`config.mk`:
```
export PLATFORM = sky130hd
export DESIGN_NAME = hilo_mdu
export DESIGN_NICKNAME = d
export VERILOG_FILES = /design/src/rtl/mdu_pkg.sv /design/src/rtl/mdu_div_step.sv /design/src/rtl/hilo_mdu.sv
export SDC_FILE = /design/constraint.sdc
export NUM_CORES = 1
export LEC_CHECK = 0
export ABC_CLOCK_PERIOD_IN_PS = 4400
export CELL_PAD_IN_SITES_DETAIL_PLACEMENT = 1
export CELL_PAD_IN_SITES_GLOBAL_PLACEMENT = 2
export CORE_MARGIN = 2
export CORE_UTILIZATION = 31
export CTS_BUF_LIST = sky130_fd_sc_hd__clkbuf_2
export DETAILED_ROUTE_END_ITERATION = 8
export PLACE_DENSITY = 0.86
export RECOVER_POWER = 100
export SETUP_SLACK_MARGIN = 0.02
export SLEW_MARGIN = 20
export SYNTH_ARGS = -nofsm -noshare
export SYNTH_HDL_FRONTEND = slang
export SYNTH_HIERARCHICAL = 1
export SYNTH_SLANG_ARGS = --single-unit
```
`constraint.sdc`:
```
create_clock -name i_clk -period 4.4 [get_ports i_clk]
set_input_delay 1.32 -clock i_clk [delete_from_list [all_inputs] [get_ports i_clk]]
set_output_delay 1.32 -clock i_clk [all_outputs]
set_load 0.01 [all_outputs]
```
`src/rtl/mdu_pkg.sv`:
```
// Shared encodings and constants for the HI/LO multiply/divide unit.
package mdu_pkg;

  localparam int          MDU_XLEN   = 32;
  localparam int          MDU_ITER   = 32;
  localparam logic [31:0] MDU_DIV0_Q = 32'hFFFF_FFFF;

  typedef enum logic [2:0] {
    MDU_MULTU = 3'd0,
    MDU_MULT  = 3'd1,
    MDU_DIVU  = 3'd2,
    MDU_DIV   = 3'd3,
    MDU_MTHI  = 3'd4,
    MDU_MTLO  = 3'd5,
    MDU_LOAD  = 3'd6,
    MDU_RSVD  = 3'd7
  } mdu_op_e;

  typedef enum logic [1:0] {
    S_IDLE = 2'd0,
    S_CALC = 2'd1,
    S_FIX  = 2'd2
  } mdu_state_e;

  // Two's-complement negate when neg is set; also used to restore result signs.
  function automatic logic [MDU_XLEN-1:0] mdu_mag(input logic [MDU_XLEN-1:0] v, input logic neg);
    return neg ? (~v + 1'b1) : v;
  endfunction

endpackage

```
`src/rtl/mdu_div_step.sv`:
```
// One restoring-divide step: shifted partial remainder minus divisor, keep if no borrow.
// Purely combinational; the caller guarantees i_rem < 2*i_div for a nonzero divisor.
module mdu_div_step
  import mdu_pkg::*;
(
  input  logic [MDU_XLEN:0]   i_rem,
  input  logic [MDU_XLEN-1:0] i_div,
  output logic [MDU_XLEN-1:0] o_rem,
  output logic                o_q
);

  logic [MDU_XLEN:0] w_diff;

  always_comb begin
    w_diff = i_rem - {1'b0, i_div};
    o_q    = ~w_diff[MDU_XLEN];
    o_rem  = o_q ? w_diff[MDU_XLEN-1:0] : i_rem[MDU_XLEN-1:0];
  end

endmodule

```
`src/rtl/hilo_mdu.sv`:
```
// HI/LO owner: 33-cycle MULT/DIV (busy stalls, start ignored while busy), 1-cycle MTHI/MTLO/LOAD.
// The divider exists only when MDU_DIV_EN is defined; otherwise DIV/DIVU report illegal.
module hilo_mdu
  import mdu_pkg::*;
#(
  parameter int XLEN = 32
) (
  input  logic              i_clk,
  input  logic              i_rst_n,
  input  logic              i_start,
  input  logic [2:0]        i_op,
  input  logic [XLEN-1:0]   i_a,
  input  logic [XLEN-1:0]   i_b,
  input  logic [2*XLEN-1:0] i_hi_lo_wr,
  output logic [2*XLEN-1:0] o_hi_lo_out,
  output logic              o_busy,
  output logic              o_done,
  output logic              o_illegal
);

  mdu_state_e        r_state;
  logic [4:0]        r_cnt;
  logic [2*XLEN-1:0] r_acc;
  logic [XLEN-1:0]   r_opd;
  logic              r_neg_q;
  logic [XLEN-1:0]   r_hi;
  logic [XLEN-1:0]   r_lo;
  logic              r_busy;
  logic              r_done;
  logic              r_illegal;

  logic              w_signed;
  logic              w_sa;
  logic              w_sb;
  logic [XLEN:0]     w_mul_sum;
  logic [2*XLEN-1:0] w_step;
  logic [2*XLEN-1:0] w_prod;
  logic [XLEN-1:0]   w_res_hi;
  logic [XLEN-1:0]   w_res_lo;

`ifdef MDU_DIV_EN
  logic              r_is_div;
  logic              r_neg_r;
  logic              r_div0;
  logic [XLEN-1:0]   w_div_rem;
  logic              w_div_q;

  mdu_div_step u_div_step (
    .i_rem (r_acc[2*XLEN-1:XLEN-1]),
    .i_div (r_opd),
    .o_rem (w_div_rem),
    .o_q   (w_div_q)
  );
`endif

  always_comb begin
    w_signed  = (i_op == MDU_MULT) || (i_op == MDU_DIV);
    w_sa      = w_signed & i_a[XLEN-1];
    w_sb      = w_signed & i_b[XLEN-1];
    // Shift-add: upper half accumulates, multiplier drains out of the lower half.
    w_mul_sum = {1'b0, r_acc[2*XLEN-1:XLEN]} + (r_acc[0] ? {1'b0, r_opd} : '0);
    w_step    = {w_mul_sum, r_acc[XLEN-1:1]};
    w_prod    = r_neg_q ? (~r_acc + 1'b1) : r_acc;
    w_res_hi  = w_prod[2*XLEN-1:XLEN];
    w_res_lo  = w_prod[XLEN-1:0];
`ifdef MDU_DIV_EN
    if (r_is_div) begin
      w_step   = {w_div_rem, r_acc[XLEN-2:0], w_div_q};
      w_res_lo = r_div0 ? MDU_DIV0_Q : mdu_mag(r_acc[XLEN-1:0], r_neg_q);
      w_res_hi = mdu_mag(r_acc[2*XLEN-1:XLEN], r_neg_r);
    end
`endif
  end

  always_ff @(posedge i_clk) begin
    if (!i_rst_n) begin
      r_state   <= S_IDLE;
      r_cnt     <= '0;
      r_acc     <= '0;
      r_opd     <= '0;
      r_neg_q   <= 1'b0;
      r_hi      <= '0;
      r_lo      <= '0;
      r_busy    <= 1'b0;
      r_done    <= 1'b0;
      r_illegal <= 1'b0;
`ifdef MDU_DIV_EN
      r_is_div  <= 1'b0;
      r_neg_r   <= 1'b0;
      r_div0    <= 1'b0;
`endif
    end else begin
      r_done    <= 1'b0;
      r_illegal <= 1'b0;
      case (r_state)
        S_IDLE: begin
          if (i_start) begin
            case (mdu_op_e'(i_op))
              MDU_MULTU, MDU_MULT: begin
                r_opd   <= mdu_mag(i_a, w_sa);
                r_acc   <= {{XLEN{1'b0}}, mdu_mag(i_b, w_sb)};
                r_neg_q <= w_sa ^ w_sb;
                r_cnt   <= 5'(MDU_ITER - 1);
                r_busy  <= 1'b1;
                r_state <= S_CALC;
`ifdef MDU_DIV_EN
                r_is_div <= 1'b0;
`endif
              end
`ifdef MDU_DIV_EN
              MDU_DIVU, MDU_DIV: begin
                r_opd    <= mdu_mag(i_b, w_sb);
                r_acc    <= {{XLEN{1'b0}}, mdu_mag(i_a, w_sa)};
                r_neg_q  <= w_sa ^ w_sb;
                r_neg_r  <= w_sa;
                r_div0   <= (i_b == '0);
                r_is_div <= 1'b1;
                r_cnt    <= 5'(MDU_ITER - 1);
                r_busy   <= 1'b1;
                r_state  <= S_CALC;
              end
`endif
              MDU_MTHI: begin
                r_hi   <= i_a;
                r_done <= 1'b1;
              end
              MDU_MTLO: begin
                r_lo   <= i_a;
                r_done <= 1'b1;
              end
              MDU_LOAD: begin
                {r_hi, r_lo} <= i_hi_lo_wr;
                r_done       <= 1'b1;
              end
              default: begin
                r_done    <= 1'b1;
                r_illegal <= 1'b1;
              end
            endcase
          end
        end
        S_CALC: begin
          r_acc <= w_step;
          if (r_cnt == '0) r_state <= S_FIX;
          else r_cnt <= r_cnt - 1'b1;
        end
        S_FIX: begin
          r_hi    <= w_res_hi;
          r_lo    <= w_res_lo;
          r_busy  <= 1'b0;
          r_done  <= 1'b1;
          r_state <= S_IDLE;
        end
        default: r_state <= S_IDLE;
      endcase
    end
  end

  assign o_hi_lo_out = {r_hi, r_lo};
  assign o_busy      = r_busy;
  assign o_done      = r_done;
  assign o_illegal   = r_illegal;

endmodule

```
# Word-level counts from Yosys, hierarchy flattened
# Index checks and enable logic that the tools add are counted.
[classes]
n_addsub = 5
eq_ne = 13
muxes = 28
bitwise_logic = 6
n_reduce_logical = 16
[ops]
columns = ["cell", "count"]
rows = [
  ["$pmux W32 S2", 4],
  ["$mux W64", 3],
  ["$mux W32", 5],
  ["$pmux W64 S2", 1],
  ["$add A32 B1 Y32 const B", 2],
  ["$add A64 B1 Y64 const B", 1],
  ["$not A32 Y32", 2],
  ["$not A64 Y64", 1],
  ["$add A32 B32 Y33", 1],
  ["$reduce_and A3 Y1", 7],
  ["$mux W5", 3],
  ["$pmux W5 S2", 1],
  ["$eq A3 B3 Y1 const B", 3],
  ["$mux W2", 3],
  ["$ne A2 B2 Y1 const B", 3],
  ["$ne A3 B1 Y1 const B", 2],
  ["$logic_not A5 Y1", 1],
  ["$mux W1", 5],
  ["$reduce_or A5 Y1", 1],
  ["$sub A5 B1 Y5 const B", 1],
  ["$pmux W1 S2", 2],
  ["$pmux W2 S2", 1],
  ["$reduce_and A4 Y1", 1],
  ["$reduce_bool A2 Y1", 2],
  ["other kinds (11)", 12],
]
[word_totals]
ff_bits = 171
inputBits = 134
output_inout_bits = 67
elab_cells = 78

# Depth between registers and ports, before layout
[depth]
depth_word = 7
ltp_mapped = 14
mapped_depth_nobuf = 12

# Least setup slack after synthesis
# Ideal clock, no wire load.
[synth_path]
path_type = "input-to-reg"
start = "input port i_b[7]"
end = "register r_acc[29]"
setup_ns = 0.070
t_arrival_ns = 3.533
required_ns = 4.330
path_slack_ns = 0.796
path_stages = 8
n_path_buf = 0
path_cell_list = "or4_1 -> nor4_1 -> nand3_1 -> nand2b_1 -> o31ai_1 -> xor2_1 -> a211o_1 -> a21oi_1"
[synth_between]
elab_chain_len = 6
[synth_rtl]
columns = ["item", "line_no", "text"]
rows = [
  ["start: declaration", "hilo_mdu.sv:13", "input logic [XLEN-1:0] i_b,"],
  ["$not A32 Y32", "mdu_pkg.sv:27", "return neg ? (~v + 1'b1) : v;"],
  ["$add A32 B1 Y32", "mdu_pkg.sv:27", ""],
  ["$mux W32", "mdu_pkg.sv:27", ""],
  ["$mux W64", "hilo_mdu.sv:98", "case (mdu_op_e'(i_op))"],
  ["$mux W64", "hilo_mdu.sv:97", "if (i_start) begin"],
  ["$pmux W64 S2", "hilo_mdu.sv:95", "case (r_state)"],
  ["end signal: assignment", "hilo_mdu.sv:101", "r_acc <= {{XLEN{1'b0}}, mdu_mag(i_b, w_sb)};"],
  ["end signal: assignment", "hilo_mdu.sv:143", "r_acc <= w_step;"],
  ["end: declaration", "hilo_mdu.sv:23", "logic [2*XLEN-1:0] r_acc;"],
]
# No other way between the ends. The select of a mux whose other input is x is not followed.
# A chain may end at the register's enable or synchronous reset.

# Final worst setup path
[layout_path]
start = "register r_acc[0]"
end = "register r_hi[21]"
[layout_between]
elab_chain_len = 4
[layout_rtl]
columns = ["item", "line_no", "text"]
rows = [
  ["$not A64 Y64", "hilo_mdu.sv:63", "w_prod = r_neg_q ? (~r_acc + 1'b1) : r_acc;"],
  ["$add A64 B1 Y64", "hilo_mdu.sv:63", ""],
  ["$mux W64", "hilo_mdu.sv:63", ""],
  ["$pmux W32 S2", "hilo_mdu.sv:95", ""],
  ["end signal: assignment", "hilo_mdu.sv:124", "r_hi <= i_a;"],
  ["end signal: assignment", "hilo_mdu.sv:132", "{r_hi, r_lo} <= i_hi_lo_wr;"],
  ["end signal: assignment", "hilo_mdu.sv:148", "r_hi <= w_res_hi;"],
  ["end: declaration", "hilo_mdu.sv:26", "logic [XLEN-1:0] r_hi;"],
]
# No other way between the ends.

==> results.yml <==
global_routing:
  overflow: 0
  antenna_found_initial: 2
  grt_max_degree: 90
  grt_pass1_vias: 12600
  grt_pass1_wl_um: 78200
  grtUsageTotal_pct: 26.4
finish:
  mostFrequentLayoutCell: "nand2_1"
  final_nets: 1886
  multi_input_area_um2: 7680
  synthToLayoutAreaGrowth_pct: 23.5
  drive_gt1_share_pct: 4.46
  seqCellArea_um2: 3420
  fillCellCount: 4457
  final_cell_mix: "201 x nand2_1, 170 x dfxtp_1, 145 x nor2_1"
yosys:
  synthCells: 1551
  syn_area_um2: 11600
  syn_nets: 1723
  synth_cell_types: 64
  synth_flop_cell: "dfxtp_1"
  synth_warnings: 6
  ys_async_sr_fraction_pct: 0
  synth.ff_latch_count: 171
  synth_edf_count: 0
  synth_area_per_cell_um2: 7.48
  seq_area_frac_synth_pct: 29.5
drt:
  drtAntennaViolNets: 0
  wl_per_cell_um: 23.6
  viasPerCell: 5.73
  drc: 0
  wl_um: 51900
  firstDrtPassIters: 5
  route.vias.total: 12600
  dr.first_iter.drc_count: 710
floorplan:
  initial_core_util_pct: 31.6
  dieArea_um2: 39000
  die_h_um: 197
  rows: 70
  die_w_um: 197
  io_pins: 201
  core-area_um2: 36700
pwr:
  power_per_cell_area_nw_per_um2: 244
  peakVddDrop_v: 0.000119
  sw_frac_of_total_pct: 36.6
  pwr-share-seq_pct: 49.4
  power.switching_mw: 1.28
  p_int_mw: 2.21
  combinationalPowerShare_pct: 25.9
  leakage_nw: 5.39
  clkPwrFrac_pct: 24.7
timing:
  worstMarginPinSlew_ns: 1.48
  relSlewSlack_pct: 1.27
  min_period_over_period_pct: 88.3
  period_needed_ns: 3.88
  setup_viol: 0
  worst_slack_ns: 0.517
  drv_slew: 0
  clock_skew_ns: 0.0655
  timing.fmax_ghz: 0.258
  finalHoldViolCount: 0
  finalSetupTns_ns: 0
  rsz0062_at_grt: "false"
worst_setup_path:
  cp_slowest_cell: "or4_1"
  worst_setup_path_end_kind: "flop"
  cp-start-kind: "flop"
  worstSetupPathType: "reg2reg"
  worstPathArrival_ns: 4.65
  slowest_delay_ns: 0.64
  cp_max_fo: 12
  cp_cell_sequence: "clkbuf_1 -> or4_1 -> or3_1 -> nor4_4 -> clkbuf_1 -> nand2_1 -> o41ai_1 -> xnor2_1 -> a221oi_2 -> nor2_1"
  crit_top_cell: "clkbuf_1"
  cp_top_family: "simple AND/OR/NAND/NOR gates"
  cp_num_buf_inv: 2
  required_ns: 5.17
cts:
  cts_buffers: 17
  cts_root_buf: "clkbuf_2"
  path_clk_slew_ns: 0.28
  cts_tree: "yes"
  clk_latency_ns: 0.86
  clock-sinks: 171
  cts_hold_buffers: 0
  postCtsResizedCells: 0
  cts.path.max_buffers: 2
  htreeDepth: 4
  post_cts_buffers: 0
placed_design:
  io_buffers: 200
  dpl.hpwl_um: 41200
  gp_congestion: 0.913
  post-place-ws_ns: 0.191
status:
  status: "complete, no violations"
hold_path:
  min_path_type: "reg2reg"
run:
  drv_cap: 0
==> registers in the layout, indices dropped and copies added (netlist names) <==
| name | flops |
|---|---|
| r_lo | 32 |
| r_opd | 32 |
| o_busy | 1 |
| r_state | 2 |
| r_acc | 64 |
| r_cnt | 5 |
| o_done | 1 |
| r_neg_q | 1 |
| o_illegal | 1 |
| r_hi | 32 |
==> cells by family (layout without fill, tap and decap cells) <==
family	count (synthesis)	count (layout)	synth area share [%]
AOI/OAI and AO/OA	516	516	29.2
xor gates and xnor gates	141	141	10.6
adders and majority gates	38	38	4.16
buffers and inverters	125	300	4.17
DFF	171	171	29.5
muxes	1	1	0.0863
other	0	3	0
and+or+nand+nor	559	559	22.3
==> power groups by stage <==
stage	registers, mW	clock network, mW	logic (mW)
2_1_floorplan	1.73	0	0.479
3_3_place_gp	1.75	0	0.905
3_5_place_dp	1.75	0	0.918
4_1_cts	1.72	0.885	0.922
5_1_grt	1.74	0.940	0.983
6_report	1.72	0.861	0.905
==> layout make-up <==
cell class                 count  area share (%)
multi-input combinational   1255            53.6
sequential                   171            23.9
timing repair buffer         244            16.2
tap                          468            4.09
clock inverter                13           0.847
inverter                      25           0.663
clock buffer                  18           0.629
antenna                        3          0.0524
==> per-layer routing <==
layer | track usage [%] | vias up | share of wire, %
met2 | 45.4 | 359 | 49
li1 | - | 5966 | -
met4 | 11.6 | 0 | 4.4
met1 | 33.1 | 6172 | 43
met3 | 3.36 | 85 | 4.1
met5 | 0 | - | 0
==> worst min-delay path, cell delays in order (launching register included) <==
cell and delay (ns):
dfxtp_1 0.37, nand2_1 0.06, nand2_1 0.04
==> cell usage after synthesis (13+ instances only) <==
master | n | area (um^2)
xor2_1 | 79 | 692
dfxtp_1 | 171 | 3420
o211ai_1 | 26 | 195
nor4_1 | 13 | 81.3
a31oi_1 | 15 | 93.8
xnor2_1 | 62 | 543
or3_1 | 22 | 138
ha_1 | 37 | 463
nor2_1 | 148 | 556
a22oi_1 | 23 | 173
clkbuf_1 | 89 | 334
o21ai_0 | 109 | 546
inv_1 | 24 | 90.1
o41ai_1 | 13 | 114
a21o_1 | 18 | 135
nand3_1 | 44 | 220
a21oi_1 | 137 | 686
and2_1 | 48 | 300
a211oi_1 | 65 | 488
o31ai_1 | 30 | 225
nor3_1 | 28 | 140
nand2_1 | 200 | 751
==> final timing paths <==
kind,start,to,slack [ns],depth (start not counted)
hold / removal,r_hi[5],r_hi[5],0.47,2
setup / recovery,r_acc[0],r_hi[21],0.52,10
setup reg to reg,r_acc[0],r_hi[21],0.52,10
hold reg to reg,r_hi[5],r_hi[5],0.47,2
==> through the flow <==
| step | instance area [um^2] | hold WS (ns) | utilization [%] | power (mW) | instances |
|---|---|---|---|---|---|
| after global routing | 14300 | 0.505 | 39.0 | 3.66 | 2196 |
| after global placement | 14200 | 0.429 | 38.7 | 2.65 | 2163 |
| after detailed placement | 14200 | 0.443 | 38.7 | 2.67 | 2163 |
| after CTS | 14400 | 0.470 | 39.2 | 3.53 | 2194 |
| after floorplan | 11600 | 0.432 | - | 2.21 | 1551 |
| final | 14300 | 0.472 | 39.1 | 3.49 | 2197 |
Power figures use the tool's default switching activity.
==> RTL change 1: new RTL, same flow settings <==
Register the inputs `i_start`, `i_op` and `i_hi_lo_wr` before use, with the module's reset. The logic sees them one clock later. The other inputs are not delayed to match.
--- a/src/rtl/hilo_mdu.sv
+++ b/src/rtl/hilo_mdu.sv
@@ -17,6 +17,22 @@
   output logic              o_done,
   output logic              o_illegal
 );
+
+  logic i_start_q;
+  logic [2:0] i_op_q;
+  logic [2*XLEN-1:0] i_hi_lo_wr_q;
+
+  always_ff @(posedge i_clk) begin
+    if (!i_rst_n) begin
+      i_start_q    <= '0;
+      i_op_q       <= '0;
+      i_hi_lo_wr_q <= '0;
+    end else begin
+      i_start_q    <= i_start;
+      i_op_q       <= i_op;
+      i_hi_lo_wr_q <= i_hi_lo_wr;
+    end
+  end
 
   mdu_state_e        r_state;
   logic [4:0]        r_cnt;
@@ -54,7 +70,7 @@
 `endif
 
   always_comb begin
-    w_signed  = (i_op == MDU_MULT) || (i_op == MDU_DIV);
+    w_signed  = (i_op_q == MDU_MULT) || (i_op_q == MDU_DIV);
     w_sa      = w_signed & i_a[XLEN-1];
     w_sb      = w_signed & i_b[XLEN-1];
     // Shift-add: upper half accumulates, multiplier drains out of the lower half.
@@ -94,8 +110,8 @@
       r_illegal <= 1'b0;
       case (r_state)
         S_IDLE: begin
-          if (i_start) begin
-            case (mdu_op_e'(i_op))
+          if (i_start_q) begin
+            case (mdu_op_e'(i_op_q))
               MDU_MULTU, MDU_MULT: begin
                 r_opd   <= mdu_mag(i_a, w_sa);
                 r_acc   <= {{XLEN{1'b0}}, mdu_mag(i_b, w_sb)};
@@ -129,7 +145,7 @@
                 r_done <= 1'b1;
               end
               MDU_LOAD: begin
-                {r_hi, r_lo} <= i_hi_lo_wr;
+                {r_hi, r_lo} <= i_hi_lo_wr_q;
                 r_done       <= 1'b1;
               end
               default: begin
Function: changed (a bounded check fails within 4 cycles, from zero or initial values and one cycle with i_rst_n low).
==> RTL change 1 against the original RTL <==
  * The run now ends with max-capacitance violations, max-slew violations left
  * Core utilization decreased by 0.15 points
  * Fmax decreased by 2.1%
  * Wire length increased by 7.9%
  * Setup slack got worse by 82 ps
  * Total power increased by 42%
  * Count of clock-buffer cells in the layout increased by 80
  * Area after synthesis increased by 15%
  * Design area increased by 15%
  * Sequential cell count increased by 68
  * Largest power group unchanged
==> RTL change 1: results (changes against the original RTL) <==
<table>
<tr><th>Metric</th><th>Value</th></tr>
<tr><th colspan="2">Run status</th></tr>
<tr><td>Outcome</td><td>finished with violations</td></tr>
<tr><td>Failing checks</td><td>max-capacitance violations, max-slew violations</td></tr>
<tr><th colspan="2">Worst setup path</th></tr>
<tr><td>Critical path data arrival time</td><td>4810 ps (+160 ps)</td></tr>
<tr><td>Highest net fanout along the worst path</td><td>30 (+18)</td></tr>
<tr><td>Capturing instance or port of the critical path</td><td>r_acc[59]</td></tr>
<tr><td>Startpoint of the worst setup timing path</td><td>i_rst_n</td></tr>
<tr><td>Beginning of the worst register-to-register path</td><td>i_op_q[2]</td></tr>
<tr><th colspan="2">Global routing</th></tr>
<tr><td>Largest net degree at the start of global routing</td><td>75 (-17%)</td></tr>
<tr><td>Number of global-route vias before repair</td><td>14100 (+11%)</td></tr>
<tr><td>Number of antenna violations at the first check in global routing</td><td>8 (+6)</td></tr>
<tr><td>All-Layer GR Usage</td><td>25.0% (-1.4 points)</td></tr>
<tr><td>Wire length of the first global-routing pass</td><td>84.7 mm (+8.3%)</td></tr>
<tr><th colspan="2">Detailed routing</th></tr>
<tr><td>Iteration count of the initial detailed-routing pass</td><td>6 (+1)</td></tr>
<tr><td>Routed wire length on met2</td><td>25.5 mm (+1.3%)</td></tr>
<tr><td>First DRT Iteration DRCs</td><td>952 (+34%)</td></tr>
<tr><td>Total length of routed wires</td><td>56.0 mm (+7.9%)</td></tr>
<tr><th colspan="2">Timing</th></tr>
<tr><td>Slew Limit Fails</td><td>195 (+195)</td></tr>
<tr><td>Clock Skews</td><td>67.7 ps (+2.15 ps)</td></tr>
<tr><th colspan="2">Job</th></tr>
<tr><td>Max-Cap Viols</td><td>4 (+4)</td></tr>
<tr><th colspan="2">Logic synthesis</th></tr>
<tr><td>Per-instance average area after synthesis</td><td>8.05 um2 (+7.6%)</td></tr>
<tr><td>Portion of the post-synthesis area used by sequential elements</td><td>35.9% (+6.4 points)</td></tr>
<tr><th colspan="2">Power</th></tr>
<tr><td>Leak Pwr</td><td>6.34 nW (+18%)</td></tr>
<tr><th colspan="2">Clock network</th></tr>
<tr><td>Latest clock arrival within the worst-skew pair</td><td>920 ps (+60 ps)</td></tr>
<tr><td>Total clock buffers created by CTS</td><td>70 (+53)</td></tr>
<tr><td>Max Buffers Root-to-Sink</td><td>3 (+1)</td></tr>
<tr><th colspan="2">Finish</th></tr>
<tr><td>Finished Layout Cells</td><td>2433 (+11%)</td></tr>
<tr><td>NumNets Final</td><td>2018 (+7.0%)</td></tr>
</table>
-- RTL change 1: cell count changes in the layout (fill, tap and decap cells not counted), sizes merged, moves of 9 or more --
cell | unedited run | this run
and2 | 48 | 122
nand2 | 201 | 160
a211oi | 65 | 56
o221ai | 4 | 18
a31oi | 15 | 25
xor2 | 79 | 59
dfxtp | 171 | 239
o211ai | 26 | 10
nand3 | 44 | 30
a22oi | 23 | 14
a222oi | 0 | 24
clkbuf | 29 | 105
-- RTL change 1: power breakdown --
| group | internal [mW] | switching, mW | total, mW |
|---|---|---|---|
| Combinational | 0.379 | 0.555 | 0.933 |
| Clock | 0.652 | 1.01 | 1.67 |
| Sequential | 2.26 | 0.0850 | 2.34 |
-- RTL change 1: through the flow --
| step | setup slack (ps) | hold slack [ps] |
|---|---|---|
| 2_1_floorplan | 768 | 432 |
| 3_3_place_gp | 185 | 434 |
| 3_5_place_dp | 132 | 439 |
| 4_1_cts | 773 | 459 |
| 5_1_grt | 308 | 466 |
| 6_report | 435 | 453 |
-- RTL change 1: layer usage --
layer / track usage, % / vias up
li1: - / 6448
met1: 31.5 / 6636
met2: 40.3 / 509
met3: 5.44 / 149
met4: 12.5 / 8
met5: 0 / -
-- RTL change 1: worst max-delay path, cell delays in order --
cell and delay (ps):
clkbuf_1 1410, clkbuf_1 860, and2_0 410, clkbuf_2 500, a22oi_1 170, o21ai_0 110
-- RTL change 1: cell type report --
| type | count | area, um2 |
|---|---|---|
| inverters | 20 | 75.1 |
| clock buffers | 98 | 490 |
| diodes | 2 | 5.00 |
| well taps | 539 | 674 |
| fillers | 5151 | 25800 |
| multi-input cells | 1275 | 8020 |
| repair buffers | 240 | 2280 |
| clock inverters | 20 | 103 |
| flip-flops and latches | 239 | 4790 |
-- RTL change 1: how the worst min path moves through the flow --
stage                        start       end  slack (ps)  cells after the start
final                     r_lo[22]  r_lo[22]         450                      2
after global routing      r_lo[22]  r_lo[22]         470                      2
after CTS                 r_lo[22]  r_lo[22]         460                      2
after detailed placement  r_lo[22]  r_lo[22]         440                      2
after global placement    r_lo[23]  r_lo[23]         430                      2
after floorplan           r_opd[0]  r_opd[0]         430                      2
-- RTL change 1: kinds of logic after synthesis --
group           share of synthesized area (%)
simple gates                             22.4
xor+xnor                                 8.02
buf+inv                                  4.05
flops                                    35.9
compound gates                           25.4
fa+ha+maj                                3.62
mux                                     0.676
==> RTL change 2: new RTL, same flow settings <==
Made on the original files. Add a define of `MDU_DIV_EN`.
--- a/src/rtl/hilo_mdu.sv
+++ b/src/rtl/hilo_mdu.sv
@@ -1,5 +1,7 @@
 // HI/LO owner: 33-cycle MULT/DIV (busy stalls, start ignored while busy), 1-cycle MTHI/MTLO/LOAD.
 // The divider exists only when MDU_DIV_EN is defined; otherwise DIV/DIVU report illegal.
+`define MDU_DIV_EN
+
 module hilo_mdu
   import mdu_pkg::*;
 #(
Check against the original RTL: not equivalent (Yosys sat finds a counterexample within 4 cycles, from zero or initial values and one cycle with i_rst_n low).
==> RTL change 2 against the original RTL <==
  * The flow now finishes with violations (max-capacitance violations, max-slew violations)
  * Design area up 32%
  * Area after synthesis up 33%
  * Wire length rose by 47%
  * Setup slack got worse by 220 ps
  * First-iteration DRC count increased to 2.7 times the old value
  * Cell count increased by 36%
  * Via count increased by 43%
  * Synthesized cell count up 35%
  * Clock skew rose by 12 ps
  * Fmax fell by 5.4%
  * Sequential cell count grew 3
  * Total power grew 38%
  * Non-clock buffer count up 84
  * Largest power group is now combinational logic
==> RTL change 2: results (changes against the original RTL) <==
<table>
<tr><th>Metric</th><th>Value</th></tr>
<tr><th colspan="2">Detailed routing</th></tr>
<tr><td>Routed wire length on met3</td><td>5.81 mm (+170%)</td></tr>
<tr><td>First DRT Iteration DRCs</td><td>1910 (+170%)</td></tr>
<tr><td>Vias per std cell</td><td>6.02 (+5.2%)</td></tr>
<tr><th colspan="2">Timing</th></tr>
<tr><td>Slew at the pin closest to its max-slew limit</td><td>1830 ps (+350 ps)</td></tr>
<tr><td>Slew Limit Fails</td><td>56 (+56)</td></tr>
<tr><th colspan="2">Worst setup path</th></tr>
<tr><td>Critical path data arrival time</td><td>5130 ps (+480 ps)</td></tr>
<tr><td>Highest net fanout along the worst path</td><td>32 (+20)</td></tr>
<tr><th colspan="2">Finish</th></tr>
<tr><td>Non-clock buffering overhead in the final layout</td><td>15.7% (-0.58 points)</td></tr>
<tr><td>Non-clock inverters</td><td>64 (+160%)</td></tr>
<tr><td>Total number of multi-input combinational cells</td><td>1711 (+36%)</td></tr>
<tr><td>Ratio of cells with drive above 1 in the final layout</td><td>9.09% (+4.6 points)</td></tr>
<tr><th colspan="2">Logic synthesis</th></tr>
<tr><td>Post-synthesis cell type count</td><td>93 (+45%)</td></tr>
<tr><td>Per-instance average area after synthesis</td><td>7.36 um2 (-1.6%)</td></tr>
<tr><td>Post-synthesis net count</td><td>2298 (+33%)</td></tr>
<tr><td>List of most frequent post-synthesis cells</td><td>233 x nand2_1, 232 x a21oi_1, 182 x nor2_1</td></tr>
<tr><td>Portion of the post-synthesis area used by sequential elements</td><td>22.6% (-6.9 points)</td></tr>
<tr><th colspan="2">Job</th></tr>
<tr><td>Max-Cap Viols</td><td>2 (+2)</td></tr>
<tr><th colspan="2">Power</th></tr>
<tr><td>Combinational power</td><td>1.88 mW (+110%)</td></tr>
<tr><td>Clk network pwr share</td><td>22.4% (-2.3 points)</td></tr>
<tr><td>VDD IR max</td><td>0.169 mV (+42%)</td></tr>
<tr><td>Leak Pwr</td><td>7.41 nW (+38%)</td></tr>
<tr><th colspan="2">Placement</th></tr>
<tr><td>Area after DPL</td><td>18700 um2 (+32%)</td></tr>
<tr><td>Worst setup slack after placement</td><td>-127 ps (-317 ps)</td></tr>
<tr><td>Final weighted congestion in routability-driven placement</td><td>0.953 (+4.4%)</td></tr>
<tr><th colspan="2">Run status</th></tr>
<tr><td>Outcome</td><td>finished with violations</td></tr>
<tr><td>Failing checks</td><td>max-capacitance violations, max-slew violations</td></tr>
<tr><th colspan="2">Global routing</th></tr>
<tr><td>Met3 Track Usage GR</td><td>4.43% (+1.1 points)</td></tr>
<tr><td>Global routing met2 resource utilization</td><td>46.1% (+0.73 points)</td></tr>
<tr><th colspan="2">Clock network</th></tr>
<tr><td>Latest clock arrival within the worst-skew pair</td><td>1120 ps (+260 ps)</td></tr>
</table>
-- RTL change 2: cell types whose count changed in the layout (fill, tap and decap cells not counted), sizes merged, moves of 26 or more --
cell / delta
inv: +41
nor2: +35
mux2: +33
nand2: +32
a221oi: +26
mux2i: +28
buf: +79
o22ai: +26
a21oi: +98
ha: +33
-- RTL change 2: stage by stage --
step | hold WS, ps | util, %
2_1_floorplan | 432 | -
3_3_place_gp | 469 | 38.2
3_5_place_dp | 472 | 38.2
4_1_cts | 499 | 38.8
5_1_grt | 540 | 38.5
6_report | 502 | 38.5
-- RTL change 2: path summary, 6_finish.rpt --
kind / startpoint / endpoint / slack, ps / cells past startpoint
setup / recovery: i_op[2] / r_hi[6] / 300 / 7
hold / removal: r_opd[8] / r_opd[8] / 500 / 2
setup reg to reg: r_opd[0] / r_acc[56] / 300 / 15
hold reg to reg: r_opd[8] / r_opd[8] / 500 / 2
